===== config.mk =====
export PLATFORM = sky130hd
export DESIGN_NAME = decode_stage_flat
export DESIGN_NICKNAME = d
export VERILOG_FILES = /design/src/rtl/decode_stage_if.sv /design/src/rtl/decode_stage.sv /design/src/flat_wrapper.sv
export SDC_FILE = /design/constraint.sdc
export NUM_CORES = 1
export LEC_CHECK = 0
export ABC_CLOCK_PERIOD_IN_PS = 10520
export CORE_UTILIZATION = 50
export CTS_BUF_LIST = sky130_fd_sc_hd__clkbuf_8 sky130_fd_sc_hd__clkbuf_16
export DETAILED_ROUTE_END_ITERATION = 10
export PLACE_DENSITY = 0.88
export REMOVE_ABC_BUFFERS = 1
export SLEW_MARGIN = 20
export SYNTH_ARGS = -nofsm -noshare
export SYNTH_HDL_FRONTEND = slang
export SYNTH_SLANG_ARGS = --single-unit
export TNS_END_PERCENT = 1

===== constraint.sdc =====
create_clock -name clk -period 10.52 [get_ports clk]
set_clock_uncertainty 0.1 [all_clocks]
set_input_delay 1.052 -clock clk [delete_from_list [all_inputs] [get_ports clk]]
set_output_delay 1.052 -clock clk [all_outputs]
set_load 0.1 [all_outputs]

===== src/rtl/decode_stage_if.sv =====
// Handshake and decoded-field bundle between fetch, decode and execute.
// Slave modport is the decode stage; master is its surroundings.
interface decode_stage_if #(
    parameter int XLEN = 32
);
    logic            flush;
    logic            in_valid;
    logic            in_ready;
    logic [31:0]     in_inst;
    logic [XLEN-1:0] in_pc;
    logic            out_valid;
    logic            out_ready;
    logic [XLEN-1:0] out_pc;
    logic            rd_e;
    logic            rs1_e;
    logic            rs2_e;
    logic [4:0]      rd;
    logic [4:0]      rs1;
    logic [4:0]      rs2;
    logic            imm_e;
    logic [XLEN-1:0] imm;
    logic            pc_e;
    logic [16:0]     full_inst;
    logic            illegal;

    modport slave (
        input  flush, in_valid, in_inst, in_pc, out_ready,
        output in_ready, out_valid, out_pc,
        output rd_e, rs1_e, rs2_e, rd, rs1, rs2,
        output imm_e, imm, pc_e, full_inst, illegal
    );

    modport master (
        output flush, in_valid, in_inst, in_pc, out_ready,
        input  in_ready, out_valid, out_pc,
        input  rd_e, rs1_e, rs2_e, rd, rs1, rs2,
        input  imm_e, imm, pc_e, full_inst, illegal
    );
endinterface


===== src/rtl/decode_stage.sv =====
// RV decode stage: combinational decode into a main + skid buffer.
// Optional DECODE_STAGE_ILLEGAL_EN builds illegal-instruction detection.
module decode_stage #(
    parameter int XLEN = 32
) (
    input  logic           clk,
    input  logic           rst,
    decode_stage_if.slave  bus
);
    typedef enum logic [1:0] {EMPTY, FULL, SKID} state_t;

    typedef struct packed {
        logic            rd_e;
        logic            rs1_e;
        logic            rs2_e;
        logic [4:0]      rd;
        logic [4:0]      rs1;
        logic [4:0]      rs2;
        logic            imm_e;
        logic [XLEN-1:0] imm;
        logic            pc_e;
        logic [16:0]     full_inst;
        logic            illegal;
        logic [XLEN-1:0] pc;
    } entry_t;

    state_t state_q, state_d;
    entry_t main_q, skid_q, dec;
    logic   in_ready_q, out_valid_q;
    logic   push, pop;

    logic [31:0] ins;
    logic [6:0]  op;
    logic [2:0]  f3;
    logic [6:0]  f7;
    logic [31:0] imm_i, imm_s, imm_b, imm_u, imm_j;

    assign ins = bus.in_inst;
    assign op  = ins[6:0];
    assign f3  = ins[14:12];
    assign f7  = ins[31:25];

    assign imm_i = {{20{ins[31]}}, ins[31:20]};
    assign imm_s = {{20{ins[31]}}, ins[31:25], ins[11:7]};
    assign imm_b = {{20{ins[31]}}, ins[7], ins[30:25], ins[11:8], 1'b0};
    assign imm_u = {ins[31:12], 12'b0};
    assign imm_j = {{12{ins[31]}}, ins[19:12], ins[20], ins[30:21], 1'b0};

    // Decode the incoming instruction into an entry
    always_comb begin
        dec    = '0;
        dec.pc = bus.in_pc;
        unique case (op)
            7'h33: begin
                dec.rd_e  = 1'b1;
                dec.rs1_e = 1'b1;
                dec.rs2_e = 1'b1;
                dec.full_inst = {f7, f3, op};
`ifdef DECODE_STAGE_ILLEGAL_EN
                dec.illegal = (f7 != 7'h00) && (f7 != 7'h20);
`endif
            end
            7'h13, 7'h03, 7'h67, 7'h73, 7'h0f: begin
                dec.rd_e  = 1'b1;
                dec.rs1_e = 1'b1;
                dec.imm_e = 1'b1;
                dec.imm   = XLEN'($signed(imm_i));
                dec.full_inst = {7'b0, f3, op};
            end
            7'h23, 7'h63: begin
                dec.rs1_e = 1'b1;
                dec.rs2_e = 1'b1;
                dec.imm_e = 1'b1;
                dec.pc_e  = (op == 7'h63);
                dec.imm   = (op == 7'h63) ? XLEN'($signed(imm_b))
                                          : XLEN'($signed(imm_s));
                dec.full_inst = {7'b0, f3, op};
            end
            7'h37, 7'h17, 7'h6f: begin
                dec.rd_e  = 1'b1;
                dec.imm_e = 1'b1;
                dec.pc_e  = 1'b1;
                dec.imm   = (op == 7'h6f) ? XLEN'($signed(imm_j))
                                          : XLEN'($signed(imm_u));
                dec.full_inst = {10'b0, op};
            end
            default: begin
`ifdef DECODE_STAGE_ILLEGAL_EN
                dec.illegal = 1'b1;
`endif
            end
        endcase
`ifdef DECODE_STAGE_ILLEGAL_EN
        if (ins[1:0] != 2'b11) dec.illegal = 1'b1;
`endif
        dec.rd  = dec.rd_e  ? ins[11:7]  : 5'd0;
        dec.rs1 = dec.rs1_e ? ins[19:15] : 5'd0;
        dec.rs2 = dec.rs2_e ? ins[24:20] : 5'd0;
    end

    assign push = bus.in_valid && in_ready_q;
    assign pop  = out_valid_q && bus.out_ready;

    // Next buffer state; flush wins over push and pop
    always_comb begin
        state_d = state_q;
        if (bus.flush) begin
            state_d = EMPTY;
        end else begin
            unique case (state_q)
                EMPTY:   if (push) state_d = FULL;
                FULL:    if (push && !pop) state_d = SKID;
                         else if (!push && pop) state_d = EMPTY;
                SKID:    if (pop) state_d = FULL;
                default: state_d = EMPTY;
            endcase
        end
    end

    // State, registered handshake flags and buffer entries
    always_ff @(posedge clk or posedge rst) begin
        if (rst) begin
            state_q     <= EMPTY;
            in_ready_q  <= 1'b1;
            out_valid_q <= 1'b0;
            main_q      <= '0;
            skid_q      <= '0;
        end else begin
            state_q     <= state_d;
            in_ready_q  <= (state_d != SKID);
            out_valid_q <= (state_d != EMPTY);
            if (!bus.flush) begin
                unique case (state_q)
                    EMPTY: if (push) main_q <= dec;
                    FULL: begin
                        if (push && pop) main_q <= dec;
                        else if (push)   skid_q <= dec;
                    end
                    SKID:  if (pop) main_q <= skid_q;
                    default: ;
                endcase
            end
        end
    end

    assign bus.in_ready  = in_ready_q;
    assign bus.out_valid = out_valid_q;
    assign bus.out_pc    = main_q.pc;
    assign bus.rd_e      = main_q.rd_e;
    assign bus.rs1_e     = main_q.rs1_e;
    assign bus.rs2_e     = main_q.rs2_e;
    assign bus.rd        = main_q.rd;
    assign bus.rs1       = main_q.rs1;
    assign bus.rs2       = main_q.rs2;
    assign bus.imm_e     = main_q.imm_e;
    assign bus.imm       = main_q.imm;
    assign bus.pc_e      = main_q.pc_e;
    assign bus.full_inst = main_q.full_inst;
    assign bus.illegal   = main_q.illegal;
endmodule


===== src/flat_wrapper.sv =====
// flat-port wrapper written by rule: the top's interface ports become plain ports
module decode_stage_flat 
#(
    parameter int XLEN = 32
)
  (clk, rst, bus_flush, bus_in_valid, bus_in_inst, bus_in_pc, bus_out_ready, bus_in_ready, bus_out_valid, bus_out_pc, bus_rd_e, bus_rs1_e, bus_rs2_e, bus_rd, bus_rs1, bus_rs2, bus_imm_e, bus_imm, bus_pc_e, bus_full_inst, bus_illegal);
  decode_stage_if #(.XLEN(XLEN)) bus_i ();
  input  logic clk;
  input  logic rst;
  input wire logic [$bits(bus_i.flush)-1:0] bus_flush;
  input wire logic [$bits(bus_i.in_valid)-1:0] bus_in_valid;
  input wire logic [$bits(bus_i.in_inst)-1:0] bus_in_inst;
  input wire logic [$bits(bus_i.in_pc)-1:0] bus_in_pc;
  input wire logic [$bits(bus_i.out_ready)-1:0] bus_out_ready;
  output wire logic [$bits(bus_i.in_ready)-1:0] bus_in_ready;
  output wire logic [$bits(bus_i.out_valid)-1:0] bus_out_valid;
  output wire logic [$bits(bus_i.out_pc)-1:0] bus_out_pc;
  output wire logic [$bits(bus_i.rd_e)-1:0] bus_rd_e;
  output wire logic [$bits(bus_i.rs1_e)-1:0] bus_rs1_e;
  output wire logic [$bits(bus_i.rs2_e)-1:0] bus_rs2_e;
  output wire logic [$bits(bus_i.rd)-1:0] bus_rd;
  output wire logic [$bits(bus_i.rs1)-1:0] bus_rs1;
  output wire logic [$bits(bus_i.rs2)-1:0] bus_rs2;
  output wire logic [$bits(bus_i.imm_e)-1:0] bus_imm_e;
  output wire logic [$bits(bus_i.imm)-1:0] bus_imm;
  output wire logic [$bits(bus_i.pc_e)-1:0] bus_pc_e;
  output wire logic [$bits(bus_i.full_inst)-1:0] bus_full_inst;
  output wire logic [$bits(bus_i.illegal)-1:0] bus_illegal;
  assign bus_i.flush = bus_flush;
  assign bus_i.in_valid = bus_in_valid;
  assign bus_i.in_inst = bus_in_inst;
  assign bus_i.in_pc = bus_in_pc;
  assign bus_i.out_ready = bus_out_ready;
  assign bus_in_ready = bus_i.in_ready;
  assign bus_out_valid = bus_i.out_valid;
  assign bus_out_pc = bus_i.out_pc;
  assign bus_rd_e = bus_i.rd_e;
  assign bus_rs1_e = bus_i.rs1_e;
  assign bus_rs2_e = bus_i.rs2_e;
  assign bus_rd = bus_i.rd;
  assign bus_rs1 = bus_i.rs1;
  assign bus_rs2 = bus_i.rs2;
  assign bus_imm_e = bus_i.imm_e;
  assign bus_imm = bus_i.imm;
  assign bus_pc_e = bus_i.pc_e;
  assign bus_full_inst = bus_i.full_inst;
  assign bus_illegal = bus_i.illegal;
  decode_stage #(.XLEN(XLEN)) u_core (.clk(clk), .rst(rst), .bus(bus_i));
endmodule

==> metrics.md <==
| Metric | Value |
|---|---|
| Pleak | `5.20 nW` |
| Synth Flop Type | `dfrtp_1` |
| Slew Limit Fails | `0` |
| Hold slack | `0.370 ns` |
| Cell Area, Synth | `9220 sq um` |
| Hold WC Path Type | `flip-flop to flip-flop` |
| Seq/Total Area, Yosys | `56.0%` |
| Initial Utilization | `51.1%` |
| Worst-Margin Slew | `1.05 ns` |
| CP max FO | `82` |
| Worst r2r src | `u_core.state_q[0]$_DFF_PP0_` |
| WP data arrival | `4.13 ns` |
| Library cells used by synthesis | `58` |
| Worst setup path class | `input port to flip-flop` |
| Drt drc | `0` |
| Root Driver | `clkbuf_16` |
| Pre-antenna DRT Iters | `5` |
| Commonest non-fill, non-tap cell in the layout | `nand2_1` |
| Final setup viols | `0` |
| Antenna Diode Count | `0` |
| Post-synthesis register bit count | `206` |
| CTS clock-pin slew for the worst setup and hold paths | `0.06 ns` |
| Antenna viol nets, final | `0` |
| Worst hold endpoint | `u_core.skid_q[60]$_DFFE_PP0P_` |
| Largest net degree at the start of global routing | `129` |
| Total grt overflow | `0` |
| Pwr/cell area | `285 nW/um^2` |
| Fmax achieved | `0.259 GHz` |
| Gr usage total | `25.4%` |
| RePlAce Congestion | `0.875` |
| Die area | `19000 sq um` |
| R2R Setup Slk | `6.75 ns` |
| Data required, critical path | `10.79 ns` |
| Final worst-path cycle share | `36.7%` |
| Hold bufs inserted after CTS | `0` |
| HP Start | `u_core.skid_q[60]$_DFFE_PP0P_` |
| Number of CTS-inserted buffers | `22` |
| Core box area | `18000 sq um` |
| Final min period | `3.86 ns` |
| Clk sink count | `206` |
| Slew headroom | `29.8%` |
| Die width | `138 microns` |
| Syn avg cell area | `9.06 sq um` |
| Initial antenna violation count | `0` |
| Post-synth EDFFs | `0` |
| Critical path capture point type | `flip-flop` |
| First-pass GRT wire length | `38.3 mm` |
| Async SR Flop Fraction | `100%` |
| FP Rows | `49` |
| Nets | `1215` |
| Post-CTS sizing | `0` |
| Most frequent cells in the layout | `nand2_1 (258), dfrtp_1 (205), clkdlybuf4s50_1 (171)` |
| Vias in the first global route | `7703` |
| Reg2reg path depth | `6` |
| CTS tree | `yes` |
| Area contributors post-synth | `dfrtp_1 (56%), nand2_1 (11%), nor2_1 (5.0%), a21oi_1 (3.5%), a31oi_1 (2.9%)` |
| Share of layout cells above drive strength 1 | `7.15%` |
| Vias | `8111` |
| Worst reg2reg path endpoint | `u_core.bus.rs2[0]$_DFFE_PP0P_` |
| Worst Hold Depth | `2` |
| Drt total wl | `24.2 mm` |
| H-tree depth | `1` |
| Die Span Y | `138 microns` |
| Wirelength per Cell | `17.4 microns` |
| Cell taking the most area after synthesis | `dfrtp_1` |
| Unrepaired setup endpoints after global routing | `false` |
| Max Cap Violations | `0` |
| Vias per cell | `5.84` |
| Post-CTS Setup Inserts | `0` |
| Maximum VDD drop | `227 uV` |
| Area fraction of the dominant cell type after synthesis | `55.7%` |
| CTS max path bufs | `3` |
| Crit path launch type | `input port` |
| Status | `finished, final reports clean` |
| Fin. Hold Viols | `0` |
| Setup TNS | `0 ns` |
| Area delta synth->final | `27.6%` |
| IO Pins | `173` |
| DPL Wire Length | `14.4 mm` |
| Number of fillers in the final layout | `1436` |
| Syn Inst Count | `1017` |
| IO buf count | `171` |
| Initial drt markers | `677` |
| Skew-Pair Late Insertion Delay | `0.49 ns` |
| Yosys Warn Count | `0` |
[sequential cells by signal, indices dropped and copies added (netlist names)]
| register | count |
|---|---|
| u_core.bus.full_inst | 17 |
| u_core.bus.imm | 32 |
| u_core.bus.imm_e | 1 |
| u_core.bus.in_ready | 1 |
| u_core.bus.out_pc | 32 |
| u_core.bus.out_valid | 1 |
| u_core.bus.pc_e | 1 |
| u_core.bus.rd | 5 |
| u_core.bus.rd_e | 1 |
| u_core.bus.rs1 | 5 |
| u_core.bus.rs1_e | 1 |
| u_core.bus.rs2 | 5 |
| u_core.bus.rs2_e | 1 |
| u_core.skid_q | 101 |
| u_core.state_q | 2 |
[cells by family after synthesis]
logic type               Yosys count  share of synthesized area [%]
multiplexers                       4                          0.475
AND/OR/NAND/NOR                  489                           22.3
other                              1                         0.0407
buffers and inverters             92                           4.41
AO/OA/AOI/OAI                    223                           16.6
adder cells (fa/ha/maj)            1                          0.122
flip-flops                       206                           56.0
XOR/XNOR                           1                         0.0951
[per-layer routing]
metal | track usage, % | vias to the layer above | share of wire, %
met2 | 41.7 | 400 | 48
met1 | 34.7 | 3931 | 42
met4 | 8.57 | 0 | 1.8
met3 | 3.72 | 38 | 8.5
li1 | - | 3742 | -
met5 | 0 | - | 0
[stage by stage]
| step | instance area, sq um | cells | power, mW | util (%) | setup slack, ns |
|---|---|---|---|---|---|
| after floorplan | 8860 | 938 | 2.18 | - | 3.75 |
| after global placement | 11000 | 1351 | 2.52 | 61.0 | 6.30 |
| after detailed placement | 11000 | 1351 | 2.55 | 61.0 | 6.23 |
| after CTS | 11800 | 1390 | 3.36 | 65.2 | 6.74 |
| after global routing | 11800 | 1390 | 3.48 | 65.2 | 6.51 |
| final | 11800 | 1390 | 3.35 | 65.2 | 6.66 |
[report_power, final]
group          switching (mW)  internal [mW]
sequential              0.120           1.00
combinational            1.09          0.333
clock                   0.310          0.497
[critical path, cell delays in order]
cell,delay [ns]
clkdlybuf4s50_1,0.50
nand3b_1,0.13
a21oi_1,0.39
o21ba_4,0.72
buf_4,0.83
mux2_2,0.42
[cell usage after synthesis, drive strengths merged (8+ instances only)]
master and instances:
a211oi 21, a21oi 64, a22o 17, a31oi 45
and3 8, buf 39, clkbuf 40, dfrtp 205
inv 13, nand2 258, nand3 49, nor2 123
nor3 25, o21ai 23, o22ai 15
[cell type report]
cell class / instances / area [sq um] / area share [%]
clock buffer: 27 / 631 / 5.36
clock inverter: 12 / 131 / 1.12
inverter: 13 / 56.3 / 0.479
multi-input combinational: 719 / 3690 / 31.4
sequential: 206 / 5160 / 43.9
tap: 229 / 287 / 2.44
timing repair buffer: 184 / 1810 / 15.4
[worst max-delay path by stage]
stage | endpoint | depth (start not counted) | startpoint | slack (ns)
2_1_floorplan | u_core.bus.full_inst[0]$_DFFE_PP0P_ | 1 | rst | 3.75
3_3_place_gp | u_core.bus.rs2[0]$_DFFE_PP0P_ | 6 | bus_in_valid | 6.30
3_5_place_dp | u_core.bus.rs2[0]$_DFFE_PP0P_ | 6 | bus_in_valid | 6.23
4_1_cts | u_core.bus.rs2[0]$_DFFE_PP0P_ | 6 | bus_in_valid | 6.74
5_1_grt | u_core.bus.rs2[0]$_DFFE_PP0P_ | 6 | bus_in_valid | 6.51
6_report | u_core.bus.rs2[0]$_DFFE_PP0P_ | 6 | bus_in_valid | 6.66
Note: power is estimated with default switching activity, not from simulation.
